File: src/rtl/regsched_pkg.sv
// Shared constants, write-source tag and helpers for the register-file write scheduler.
package regsched_pkg;

  localparam int DATA_W   = 32;
  localparam int ADDR_W   = 5;
  localparam int NUM_REGS = 32;
  localparam logic [ADDR_W-1:0] ZERO_REG = 5'd0;

  typedef enum logic [1:0] {
    SRC_NONE = 2'd0,
    SRC_WB   = 2'd1,
    SRC_SKID = 2'd2,
    SRC_LU   = 2'd3
  } wsrc_t;

  function automatic logic [5:0] count_ones(input logic [NUM_REGS-1:0] vec);
    logic [5:0] cnt;
    cnt = 6'd0;
    for (int i = 0; i < NUM_REGS; i++) begin
      cnt = cnt + {5'd0, vec[i]};
    end
    return cnt;
  endfunction

endpackage

File: src/rtl/write_skid_buffer.sv
// One-entry holding buffer for an LU result that arrived while WB owned the write port.
module write_skid_buffer
  import regsched_pkg::*;
(
  input  logic              clk,
  input  logic              reset,
  input  logic              lu_valid,
  input  logic [ADDR_W-1:0] lu_reg,
  input  logic [DATA_W-1:0] lu_data,
  input  logic              port_taken,
  output logic              lu_ready,
  output logic              full,
  output logic [ADDR_W-1:0] entry_reg,
  output logic [DATA_W-1:0] entry_data
);

  localparam logic [0:0] ST_EMPTY = 1'b0;
  localparam logic [0:0] ST_FULL  = 1'b1;

  logic [0:0]        state_r;
  logic [0:0]        state_nxt_s;
  logic              capture_s;
  logic [ADDR_W-1:0] entry_reg_r;
  logic [DATA_W-1:0] entry_data_r;

  assign lu_ready   = (state_r == ST_EMPTY);
  assign full       = (state_r == ST_FULL);
  assign entry_reg  = entry_reg_r;
  assign entry_data = entry_data_r;

  // Next-state: capture only a non-zero LU result that lost the port to WB
  always_comb begin
    state_nxt_s = state_r;
    capture_s   = 1'b0;
    case (state_r)
      ST_EMPTY: begin
        if (lu_valid && (lu_reg != ZERO_REG) && port_taken) begin
          state_nxt_s = ST_FULL;
          capture_s   = 1'b1;
        end else begin
          state_nxt_s = ST_EMPTY;
        end
      end
      ST_FULL: begin
        if (!port_taken) begin
          state_nxt_s = ST_EMPTY;
        end else begin
          state_nxt_s = ST_FULL;
        end
      end
      default: state_nxt_s = ST_EMPTY;
    endcase
  end

  // State and entry storage
  always_ff @(posedge clk) begin
    if (reset) begin
      state_r      <= ST_EMPTY;
      entry_reg_r  <= 5'd0;
      entry_data_r <= 32'd0;
    end else begin
      state_r <= state_nxt_s;
      if (capture_s) begin
        entry_reg_r  <= lu_reg;
        entry_data_r <= lu_data;
      end
    end
  end

endmodule

File: src/rtl/regfile_write_scheduler.sv
// Arbitrates the register-file write port between WB and the mul/div unit and
// tracks registers awaiting LU results to stall decode on hazards.
module regfile_write_scheduler
  import regsched_pkg::*;
(
  input  logic              clk,
  input  logic              reset,
  input  logic              wb_valid,
  input  logic [ADDR_W-1:0] wb_reg,
  input  logic [DATA_W-1:0] wb_data,
  input  logic              lu_valid,
  input  logic [ADDR_W-1:0] lu_reg,
  input  logic [DATA_W-1:0] lu_data,
  output logic              lu_ready,
  input  logic              issue_valid,
  input  logic [ADDR_W-1:0] issue_reg,
  input  logic [ADDR_W-1:0] chk_rs,
  input  logic [ADDR_W-1:0] chk_rt,
  output logic              stall,
  output logic              rf_we,
  output logic [ADDR_W-1:0] rf_waddr,
  output logic [DATA_W-1:0] rf_wdata,
  output logic [5:0]        busy_count
);

  logic              wb_take_s;
  logic              skid_full_s;
  logic [ADDR_W-1:0] skid_reg_s;
  logic [DATA_W-1:0] skid_data_s;
  wsrc_t             sel_src_s;
  logic [ADDR_W-1:0] sel_addr_s;
  logic [DATA_W-1:0] sel_data_s;
  wsrc_t             src_r;
  logic              rf_we_r;
  logic [ADDR_W-1:0] rf_waddr_r;
  logic [DATA_W-1:0] rf_wdata_r;
  logic [NUM_REGS-1:0] busy_r;
  logic [NUM_REGS-1:0] busy_nxt_s;
  logic [5:0]        busy_count_r;
  logic              issue_fire_s;
  logic              lu_commit_s;

  assign wb_take_s = wb_valid && (wb_reg != ZERO_REG);

  write_skid_buffer u_skid (
    .clk        (clk),
    .reset      (reset),
    .lu_valid   (lu_valid),
    .lu_reg     (lu_reg),
    .lu_data    (lu_data),
    .port_taken (wb_take_s),
    .lu_ready   (lu_ready),
    .full       (skid_full_s),
    .entry_reg  (skid_reg_s),
    .entry_data (skid_data_s)
  );

  // Fixed-priority port selection: WB, then skid entry, then direct LU
  always_comb begin
    sel_src_s  = SRC_NONE;
    sel_addr_s = 5'd0;
    sel_data_s = 32'd0;
    if (wb_take_s) begin
      sel_src_s  = SRC_WB;
      sel_addr_s = wb_reg;
      sel_data_s = wb_data;
    end else if (skid_full_s) begin
      sel_src_s  = SRC_SKID;
      sel_addr_s = skid_reg_s;
      sel_data_s = skid_data_s;
    end else if (lu_valid && lu_ready && (lu_reg != ZERO_REG)) begin
      sel_src_s  = SRC_LU;
      sel_addr_s = lu_reg;
      sel_data_s = lu_data;
    end else begin
      sel_src_s  = SRC_NONE;
    end
  end

  // Registered write port plus the source tag that rides along with it
  always_ff @(posedge clk) begin
    if (reset) begin
      rf_we_r    <= 1'b0;
      rf_waddr_r <= 5'd0;
      rf_wdata_r <= 32'd0;
      src_r      <= SRC_NONE;
    end else begin
      rf_we_r    <= (sel_src_s != SRC_NONE);
      rf_waddr_r <= sel_addr_s;
      rf_wdata_r <= sel_data_s;
      src_r      <= sel_src_s;
    end
  end

  assign stall        = busy_r[chk_rs] | busy_r[chk_rt] | (issue_valid & busy_r[issue_reg]);
  assign issue_fire_s = issue_valid && !stall && (issue_reg != ZERO_REG);
  assign lu_commit_s  = rf_we_r && ((src_r == SRC_SKID) || (src_r == SRC_LU));

  // Scoreboard next value: clear on LU commit, then set (set wins on a tie)
  always_comb begin
    busy_nxt_s = busy_r;
    if (lu_commit_s) begin
      busy_nxt_s[rf_waddr_r] = 1'b0;
    end else begin
      busy_nxt_s = busy_nxt_s;
    end
    if (issue_fire_s) begin
      busy_nxt_s[issue_reg] = 1'b1;
    end else begin
      busy_nxt_s = busy_nxt_s;
    end
    busy_nxt_s[0] = 1'b0;
  end

  // Scoreboard and its population count update together
  always_ff @(posedge clk) begin
    if (reset) begin
      busy_r       <= 32'd0;
      busy_count_r <= 6'd0;
    end else begin
      busy_r       <= busy_nxt_s;
      busy_count_r <= count_ones(busy_nxt_s);
    end
  end

  assign rf_we      = rf_we_r;
  assign rf_waddr   = rf_waddr_r;
  assign rf_wdata   = rf_wdata_r;
  assign busy_count = busy_count_r;

endmodule
File: config.mk
export PLATFORM = sky130hd
export DESIGN_NAME = regfile_write_scheduler
export DESIGN_NICKNAME = d
export VERILOG_FILES = /design/src/rtl/regsched_pkg.sv /design/src/rtl/write_skid_buffer.sv /design/src/rtl/regfile_write_scheduler.sv
export SDC_FILE = /design/constraint.sdc
export NUM_CORES = 1
export LEC_CHECK = 0
export BUFFER_PORTS_ARGS = -buffer_cell sky130_fd_sc_hd__buf_2
export CAP_MARGIN = 20
export CORE_UTILIZATION = 25
export DETAILED_ROUTE_END_ITERATION = 12
export PLACE_DENSITY = 0.54
export SYNTH_ARGS = -nofsm -noshare
export SYNTH_HDL_FRONTEND = slang
export SYNTH_HIERARCHICAL = 1
export SYNTH_SLANG_ARGS = --single-unit
File: constraint.sdc
create_clock -name clk -period 7.86 [get_ports clk]
set_clock_uncertainty 0.2 [all_clocks]
set_input_delay 0.393 -clock clk [delete_from_list [all_inputs] [get_ports clk]]
set_output_delay 0.393 -clock clk [all_outputs]
set_load 0.05 [all_outputs]
### Word level (Yosys, flattened, before mapping)

Cells that the tools add are included.

| cells by class | value |
|---|---|
| magnitude comparators | 6 |
| equal/unequal tests | 2 |
| bitwise logic cells | 7 |
| reduce and logical (&&, ||, !) cells | 16 |
| multiplexer cells | 25 |
| add/subtract/negate cells | 30 |

Operator list:

| operator | number |
|---|---|
| 32-bit 2-to-1 mux | 5 |
| 6-bit by 1-bit adder with 6-bit output | 25 |
| 32-bit AND | 1 |
| 32-bit inverter | 1 |
| 32-bit bitwise OR | 1 |
| 5-bit by 6-bit less-than comparator with 1-bit output, second input constant | 4 |
| 1-bit binary-select mux with 5-bit select | 3 |
| 5-bit 2-to-1 mux | 3 |
| 5-bit nonzero test | 3 |
| 1-bit demux with 5-bit select | 2 |
| 5-bit by 1-bit >= comparator with 1-bit output, second input constant | 2 |
| 1-bit logical AND | 10 |
| 1-bit 2-to-1 mux | 8 |
| 5-bit by 1-bit adder with 6-bit output | 1 |
| 2-bit 2-to-1 mux | 3 |
| 4-bit by 1-bit adder with 5-bit output | 1 |
| 3-bit by 1-bit adder with 4-bit output | 1 |
| 2-bit == test, second input constant | 2 |
| 2-bit by 1-bit adder with 3-bit output | 1 |
| 1-bit by 1-bit adder with 2-bit output | 1 |
| 1-bit bitwise OR | 2 |
| 1-bit one-hot mux with 2 select lines | 1 |
| 2-bit nonzero test | 1 |
| 1-bit AND | 1 |
| other kinds (3) | 3 |

| storage, ports and cells | value |
|---|---|
| output and inout bits | 46 |
| bits in registers | 116 |
| bits of input ports | 94 |
| logic and storage cells | 96 |

### Depth between registers and ports, before layout

| logic depth | value |
|---|---|
| depth after elaboration | 39 |
| mapped depth | 24 |
| mapped depth without buffers | 22 |

### Hierarchy

The synthesis kept the hierarchy.

Modules (own cells, without submodules):

| module | area each (um^2) | times used | cells each | sequential area each (um^2) |
|---|---|---|---|---|
| regfile_write_scheduler | 4908.5 | 1 | 526 | 1521.5 |
| write_skid_buffer | 1706.6 | 1 | 169 | 760.7 |

### Least setup slack after synthesis

No wires, ideal clock.

| timing | value |
|---|---|
| path kind | input to register |
| start | in chk_rt[0] |
| end | reg busy_count_r[4] (netlist: busy_count[4]) |
| slack | 1.314 ns |
| setup time | 0.126 ns |
| data arrival time | 6.220 ns |
| data required time | 7.534 ns |
| path buffers | 2 |
| stages | 24 |
| cells stage by stage | buf_2 mux4_2 nor2b_1 or4_1 and4_2 nand4_4 buf_6 o21ai_1 fa_1 inv_1 fa_1 fa_1 inv_1 fa_1 fa_1 fa_1 inv_1 fa_1 fa_1 inv_1 a21o_1 a21oi_1 xor2_1 nor2_1 |

| on the way | value |
|---|---|
| elaborated cells between the ends (all ways) | 38 |
| classes of those cells | 30 x add/sub; 3 x mux; 2 x bitwise; 3 x reduce/logical |

RTL lines:

| item | line | source |
|---|---|---|
| start, declared | regfile_write_scheduler.sv:18 | `input logic [ADDR_W-1:0] chk_rt,` |
| 1-bit binary-select mux with 5-bit select | regfile_write_scheduler.sv:95 | `assign stall = busy_r[chk_rs] \| busy_r[chk_rt] \| (issue_valid & busy_r[issue_reg]);` |
| 1-bit 2-to-1 mux (implied by the code) | regfile_write_scheduler.sv:95 |  |
| 1-bit bitwise OR (2 in series) | regfile_write_scheduler.sv:95 |  |
| 1-bit logical NOT | regfile_write_scheduler.sv:96 | `assign issue_fire_s = issue_valid && !stall && (issue_reg != ZERO_REG);` |
| 1-bit logical AND (2 in series) | regfile_write_scheduler.sv:96 |  |
| 32-bit 2-to-1 mux | regfile_write_scheduler.sv:107 | `if (issue_fire_s) begin` |
| via busy_nxt_s[6] | regfile_write_scheduler.sv:38 | `logic [NUM_REGS-1:0] busy_nxt_s;` |
| 5-bit by 1-bit adder with 6-bit output | regsched_pkg.sv:20 | `cnt = cnt + {5'd0, vec[i]};` |
| 6-bit by 1-bit adder with 6-bit output (25 in series) | regsched_pkg.sv:20 |  |
| end signal, assigned | regfile_write_scheduler.sv:122 | `busy_count_r <= count_ones(busy_nxt_s);` |
| end, declared | regfile_write_scheduler.sv:39 | `logic [5:0] busy_count_r;` |

The timed path passes the listed nets, and every way through them passes these cells. The select of a mux whose other input is x is not followed.
A chain may end at the register's enable or synchronous reset.

### Worst setup path after layout

| timing | value |
|---|---|
| start | reg busy_r[5] |
| end | reg busy_count_r[4] (netlist: busy_count[4]) |

| on the way | value |
|---|---|
| cells in the longest elaborated chain, start to end | 38 |
| elaborated cells between the ends (all ways) | 46 |
| classes of those cells | 30 x add/sub; 8 x mux; 5 x bitwise; 3 x reduce/logical |

RTL lines:

| item | line | source |
|---|---|---|
| start, declared | regfile_write_scheduler.sv:37 | `logic [NUM_REGS-1:0] busy_r;` |
| start signal, assigned | regfile_write_scheduler.sv:121 | `busy_r <= busy_nxt_s;` |
| 1-bit binary-select mux with 5-bit select | regfile_write_scheduler.sv:95 |  |
| 1-bit 2-to-1 mux (implied by the code) | regfile_write_scheduler.sv:95 |  |
| 1-bit bitwise OR or 1-bit AND (tied branches) | regfile_write_scheduler.sv:95 |  |
| 1-bit bitwise OR | regfile_write_scheduler.sv:95 |  |
| 1-bit logical NOT | regfile_write_scheduler.sv:96 |  |
| 1-bit logical AND (2 in series) | regfile_write_scheduler.sv:96 |  |
| 32-bit 2-to-1 mux * | regfile_write_scheduler.sv:107 |  |
| 1-bit by 1-bit adder with 2-bit output | regsched_pkg.sv:20 |  |
| 2-bit by 1-bit adder with 3-bit output | regsched_pkg.sv:20 |  |
| 3-bit by 1-bit adder with 4-bit output | regsched_pkg.sv:20 |  |
| 4-bit by 1-bit adder with 5-bit output | regsched_pkg.sv:20 |  |
| 5-bit by 1-bit adder with 6-bit output | regsched_pkg.sv:20 |  |
| 6-bit by 1-bit adder with 6-bit output (24 in series) | regsched_pkg.sv:20 |  |
| 6-bit by 1-bit adder with 6-bit output * | regsched_pkg.sv:20 |  |

Mark *: on every way between the ends. The rest lies on a longest branch, timed or not. The select of a mux whose other input is x is not followed.

==> flow_results.xml <==
<?xml version="1.0" encoding="UTF-8"?>
<metrics>
  <group name="pwr">
    <metric name="power.leakage" unit="µW">0.00323</metric>
    <metric name="power-per-cell-area" unit="nW/µm²">207</metric>
    <metric name="peak_vdd_ir" unit="mV">0.141</metric>
    <metric name="report.power.total" unit="µW">1690</metric>
  </group>
  <group name="critical_path">
    <metric name="worst-r2r-cell-count" unit="">21</metric>
    <metric name="required" unit="ns">7.94</metric>
    <metric name="cp-start-kind" unit="">flip-flop</metric>
    <metric name="setup.worst_path.end_class" unit="">flip-flop</metric>
    <metric name="cp_slowest_cell" unit="">fa_1</metric>
    <metric name="setup.reg_to_reg.worst_slack" unit="ns">1.07</metric>
    <metric name="worst-path-max-fanout" unit="">16</metric>
    <metric name="critical_path.most_common_cell" unit="">fa_1</metric>
    <metric name="path_cells" unit="">mux4_1 -&gt; a22o_1 -&gt; a211oi_2 -&gt; and3_4 -&gt; nand4_4 -&gt; o21a_1 -&gt; fa_1 -&gt; fa_1 -&gt; fa_1 -&gt; inv_1 -&gt; fa_1 -&gt; fa_1 -&gt; fa_1 -&gt; inv_1 -&gt; fa_1 -&gt; fa_1 -&gt; inv_1 -&gt; a21o_1 -&gt; a21oi_1 -&gt; xor2_1 -&gt; nor2_1</metric>
    <metric name="crit_path_start" unit="">busy_r[5]</metric>
    <metric name="endpoint" unit="">busy_count[4]</metric>
    <metric name="crit_type" unit="">reg -&gt; reg</metric>
    <metric name="cp.arrival" unit="ns">6.87</metric>
    <metric name="timing.critical_path.slowest_cell_delay" unit="ns">0.53</metric>
    <metric name="rr_endpoint" unit="">busy_count[4]</metric>
    <metric name="r2r_start" unit="">busy_r[5]</metric>
  </group>
  <group name="synthesis">
    <metric name="netlist_instances" unit="">695</metric>
    <metric name="synth_area" unit="µm²">6620</metric>
    <metric name="synth-xor-area-share" unit="%">0.397</metric>
    <metric name="main_combinational_cell_family_by_area_after_synthesis" unit="">simple AND/OR/NAND/NOR gates</metric>
    <metric name="synth_compound_gate_area_share" unit="%">16.7</metric>
    <metric name="synth.mux.area_fraction" unit="%">12.7</metric>
    <metric name="synth.distinct_cells" unit="">58</metric>
    <metric name="synth-async-reset-ratio" unit="%">0</metric>
    <metric name="postSynthRegisterBits" unit="">114</metric>
    <metric name="postSynthNetCount" unit="">819</metric>
    <metric name="number_of_enable_flip_flop_cells_after_synthesis" unit="">0</metric>
    <metric name="postSynthAreaPerCell" unit="µm²">9.52</metric>
    <metric name="post_synth_fa_ha_maj_area_fraction" unit="%">8.28</metric>
    <metric name="synth-simple-area-share" unit="%">21.5</metric>
    <metric name="synth_flop_cell" unit="">dfxtp_1</metric>
    <metric name="yosysWarnings" unit="">6</metric>
    <metric name="synth-seq-area-share" unit="%">34.5</metric>
  </group>
  <group name="timing">
    <metric name="setup_viol" unit="">0</metric>
    <metric name="hold_violations" unit="">0</metric>
    <metric name="finalSetupTns" unit="ns">0</metric>
    <metric name="unrepaired_setup_endpoints_after_global_routing" unit="">no</metric>
    <metric name="worst_pin_slew" unit="ns">0.868</metric>
    <metric name="max_transition_viols_final" unit="">0</metric>
    <metric name="period_utilisation_layout" unit="%">86.4</metric>
    <metric name="relSlewSlack" unit="%">42.1</metric>
    <metric name="final_period_minus_worst_setup_slack" unit="ns">6.79</metric>
    <metric name="finalHoldWorstSlack" unit="ns">0.0430</metric>
    <metric name="fmax" unit="MHz">147</metric>
  </group>
  <group name="die">
    <metric name="die_x" unit="µm">165</metric>
    <metric name="design.core.area" unit="µm²">26000</metric>
    <metric name="floorplan.die_area" unit="µm²">27100</metric>
    <metric name="effective_utilization_at_floorplan" unit="%">25.5</metric>
    <metric name="top_ports" unit="">140</metric>
    <metric name="floorplan.rows" unit="">59</metric>
    <metric name="fp.dieH" unit="µm">165</metric>
  </group>
  <group name="cts">
    <metric name="tritoncts.num_buffers" unit="">17</metric>
    <metric name="worstSkewPairLatency" unit="ns">0.41</metric>
    <metric name="cts_repair_resize_count" unit="">0</metric>
    <metric name="postCtsHoldBufs" unit="">0</metric>
    <metric name="worst_setup_hold_path_clk_slew" unit="ns">0.06</metric>
    <metric name="cts.sink_count" unit="">114</metric>
    <metric name="cts_tree" unit="">built</metric>
    <metric name="htree_levels" unit="">4</metric>
    <metric name="post-cts-setup-buffer-count" unit="">0</metric>
    <metric name="clock-root-buffer" unit="">clkbuf_16</metric>
    <metric name="ctsLongestPathBuffers" unit="">2</metric>
  </group>
  <group name="cells_and_area">
    <metric name="layout_common_cells" unit="">138 x buf_2, 114 x dfxtp_1, 75 x nand2b_1</metric>
    <metric name="post_route_cells_drive_above_1_share" unit="%">25.7</metric>
    <metric name="nNetsFinal" unit="">933</metric>
    <metric name="areaGrowthSynthToFinish" unit="%">23.1</metric>
    <metric name="commonest_non_fill_non_tap_cell_in_the_layout" unit="">buf_2</metric>
  </group>
  <group name="routing">
    <metric name="final_antenna_net_count" unit="">0</metric>
    <metric name="detail_route.first_pass.iterations" unit="">5</metric>
    <metric name="route.detailed.wl_per_inst" unit="µm">17.1</metric>
    <metric name="via_count" unit="">5757</metric>
    <metric name="drt_iter0_markers" unit="">453</metric>
    <metric name="remaining_drc_errors" unit="">0</metric>
    <metric name="route.final.wire_length" unit="µm">19800</metric>
    <metric name="vias_per_cell" unit="">4.97</metric>
  </group>
  <group name="global_routing">
    <metric name="first_global_vias" unit="">5860</metric>
    <metric name="grt_overflow" unit="">0</metric>
    <metric name="grt.total_usage" unit="%">15.4</metric>
    <metric name="grt_first_pass_wirelength" unit="µm">32200</metric>
    <metric name="grt_start_max_net_pins" unit="">102</metric>
    <metric name="number_of_antenna_violations_at_the_first_check_in_global_routing" unit="">4</metric>
  </group>
  <group name="placed_design">
    <metric name="finalWeightedCongestion" unit="">0.860</metric>
    <metric name="hpwl" unit="µm">14100</metric>
    <metric name="port_buffers" unit="">139</metric>
  </group>
  <group name="flow_run">
    <metric name="maxCapViolations" unit="">0</metric>
  </group>
  <group name="hold_path">
    <metric name="min-delay-path-class" unit="">in -&gt; reg</metric>
  </group>
  <group name="outcome">
    <metric name="run_status" unit="">finished clean</metric>
  </group>
</metrics>
-- through the flow --
stage / cell area, µm² / worst slack (ns) / util, % / cells
after floorplan: 6620 / 1.31 / - / 695
after global placement: 7530 / 0.729 / 29.0 / 1125
after detailed placement: 7530 / 0.609 / 29.0 / 1125
after CTS: 8140 / 0.996 / 31.3 / 1157
after global routing: 8140 / 0.744 / 31.3 / 1157
final: 8140 / 1.07 / 31.3 / 1159
-- area by class of cell --
| type | instances | area (µm²) |
|---|---|---|
| multi-input cells | 499 | 3960 |
| flip-flops and latches | 114 | 2280 |
| well taps | 335 | 419 |
| clock inverters | 12 | 158 |
| repair buffers | 147 | 758 |
| fillers | 2765 | 17800 |
| clock buffers | 20 | 447 |
| diodes | 2 | 5.00 |
| inverters | 30 | 113 |
-- metal layers --
metal | vias up | global-route usage, % | part of all wire [%]
met5 | - | 0 | 0.14
met4 | 4 | 5.88 | 1.9
met3 | 31 | 5.30 | 8.4
met2 | 209 | 23.8 | 45
met1 | 2744 | 19.7 | 45
li1 | 2769 | - | -
-- where the power goes --
part	leakage [µW]	switching, µW	total (µW)	internal [µW]
sequential	0.000933	15.1	621	606
combinational	0.00201	177	267	90.7
clock	0.000287	290	798	508
total	0.00323	482	1690	1200
-- cells by family after synthesis --
logic type,Yosys count
buffers and inverters,82
xor gates and xnor gates,3
and+or+nand+nor,239
muxes,65
DFF,114
adders and majority gates,30
AOI/OAI and AO/OA,162
-- critical path: cells and delay by family, from the launching register on --
kind | cells | cell delay, ns
flops | 1 | 0.36
compound gates | 5 | 0.86
xor+xnor | 1 | 0.13
fa+ha+maj | 8 | 3.79
mux | 1 | 0.52
simple gates | 3 | 0.63
buf+inv | 3 | 0.17
-- Yosys cell counts, drive strengths merged, types with 5 or more instances --
master  number  area, µm²
mux4        14        330
nand3        8       40.0
or3          5       36.3
nor3        41        205
mux2i       50        500
a21oi        8       40.0
fa          23        460
clkbuf      38        144
a221oi      37        324
buf         14        133
nor2b        9       56.3
nor2        49        184
nand4        5       91.3
o22ai       32        213
nand2        9       33.8
nand2b      75        469
nand3b      11       82.6
inv         30        113
dfxtp      114       2280
or3b         5       43.8
ha           7       87.6
o21a        22        165
o21ai       49        245
-- worst min path at each step --
stage,startpoint,end,slack [ns],cells past startpoint
final,lu_data[31],u_skid/entry_data[31],0.04,3
after global routing,wb_data[20],rf_wdata[20],0.04,3
after CTS,lu_data[31],u_skid/entry_data[31],0.02,3
after detailed placement,u_skid/entry_reg[4],u_skid/entry_reg[4],0.26,2
after global placement,u_skid/entry_reg[0],u_skid/entry_reg[0],0.25,2
after floorplan,u_skid/entry_reg[0],u_skid/entry_reg[0],0.24,2
Note: power is estimated with default switching activity, not from simulation.
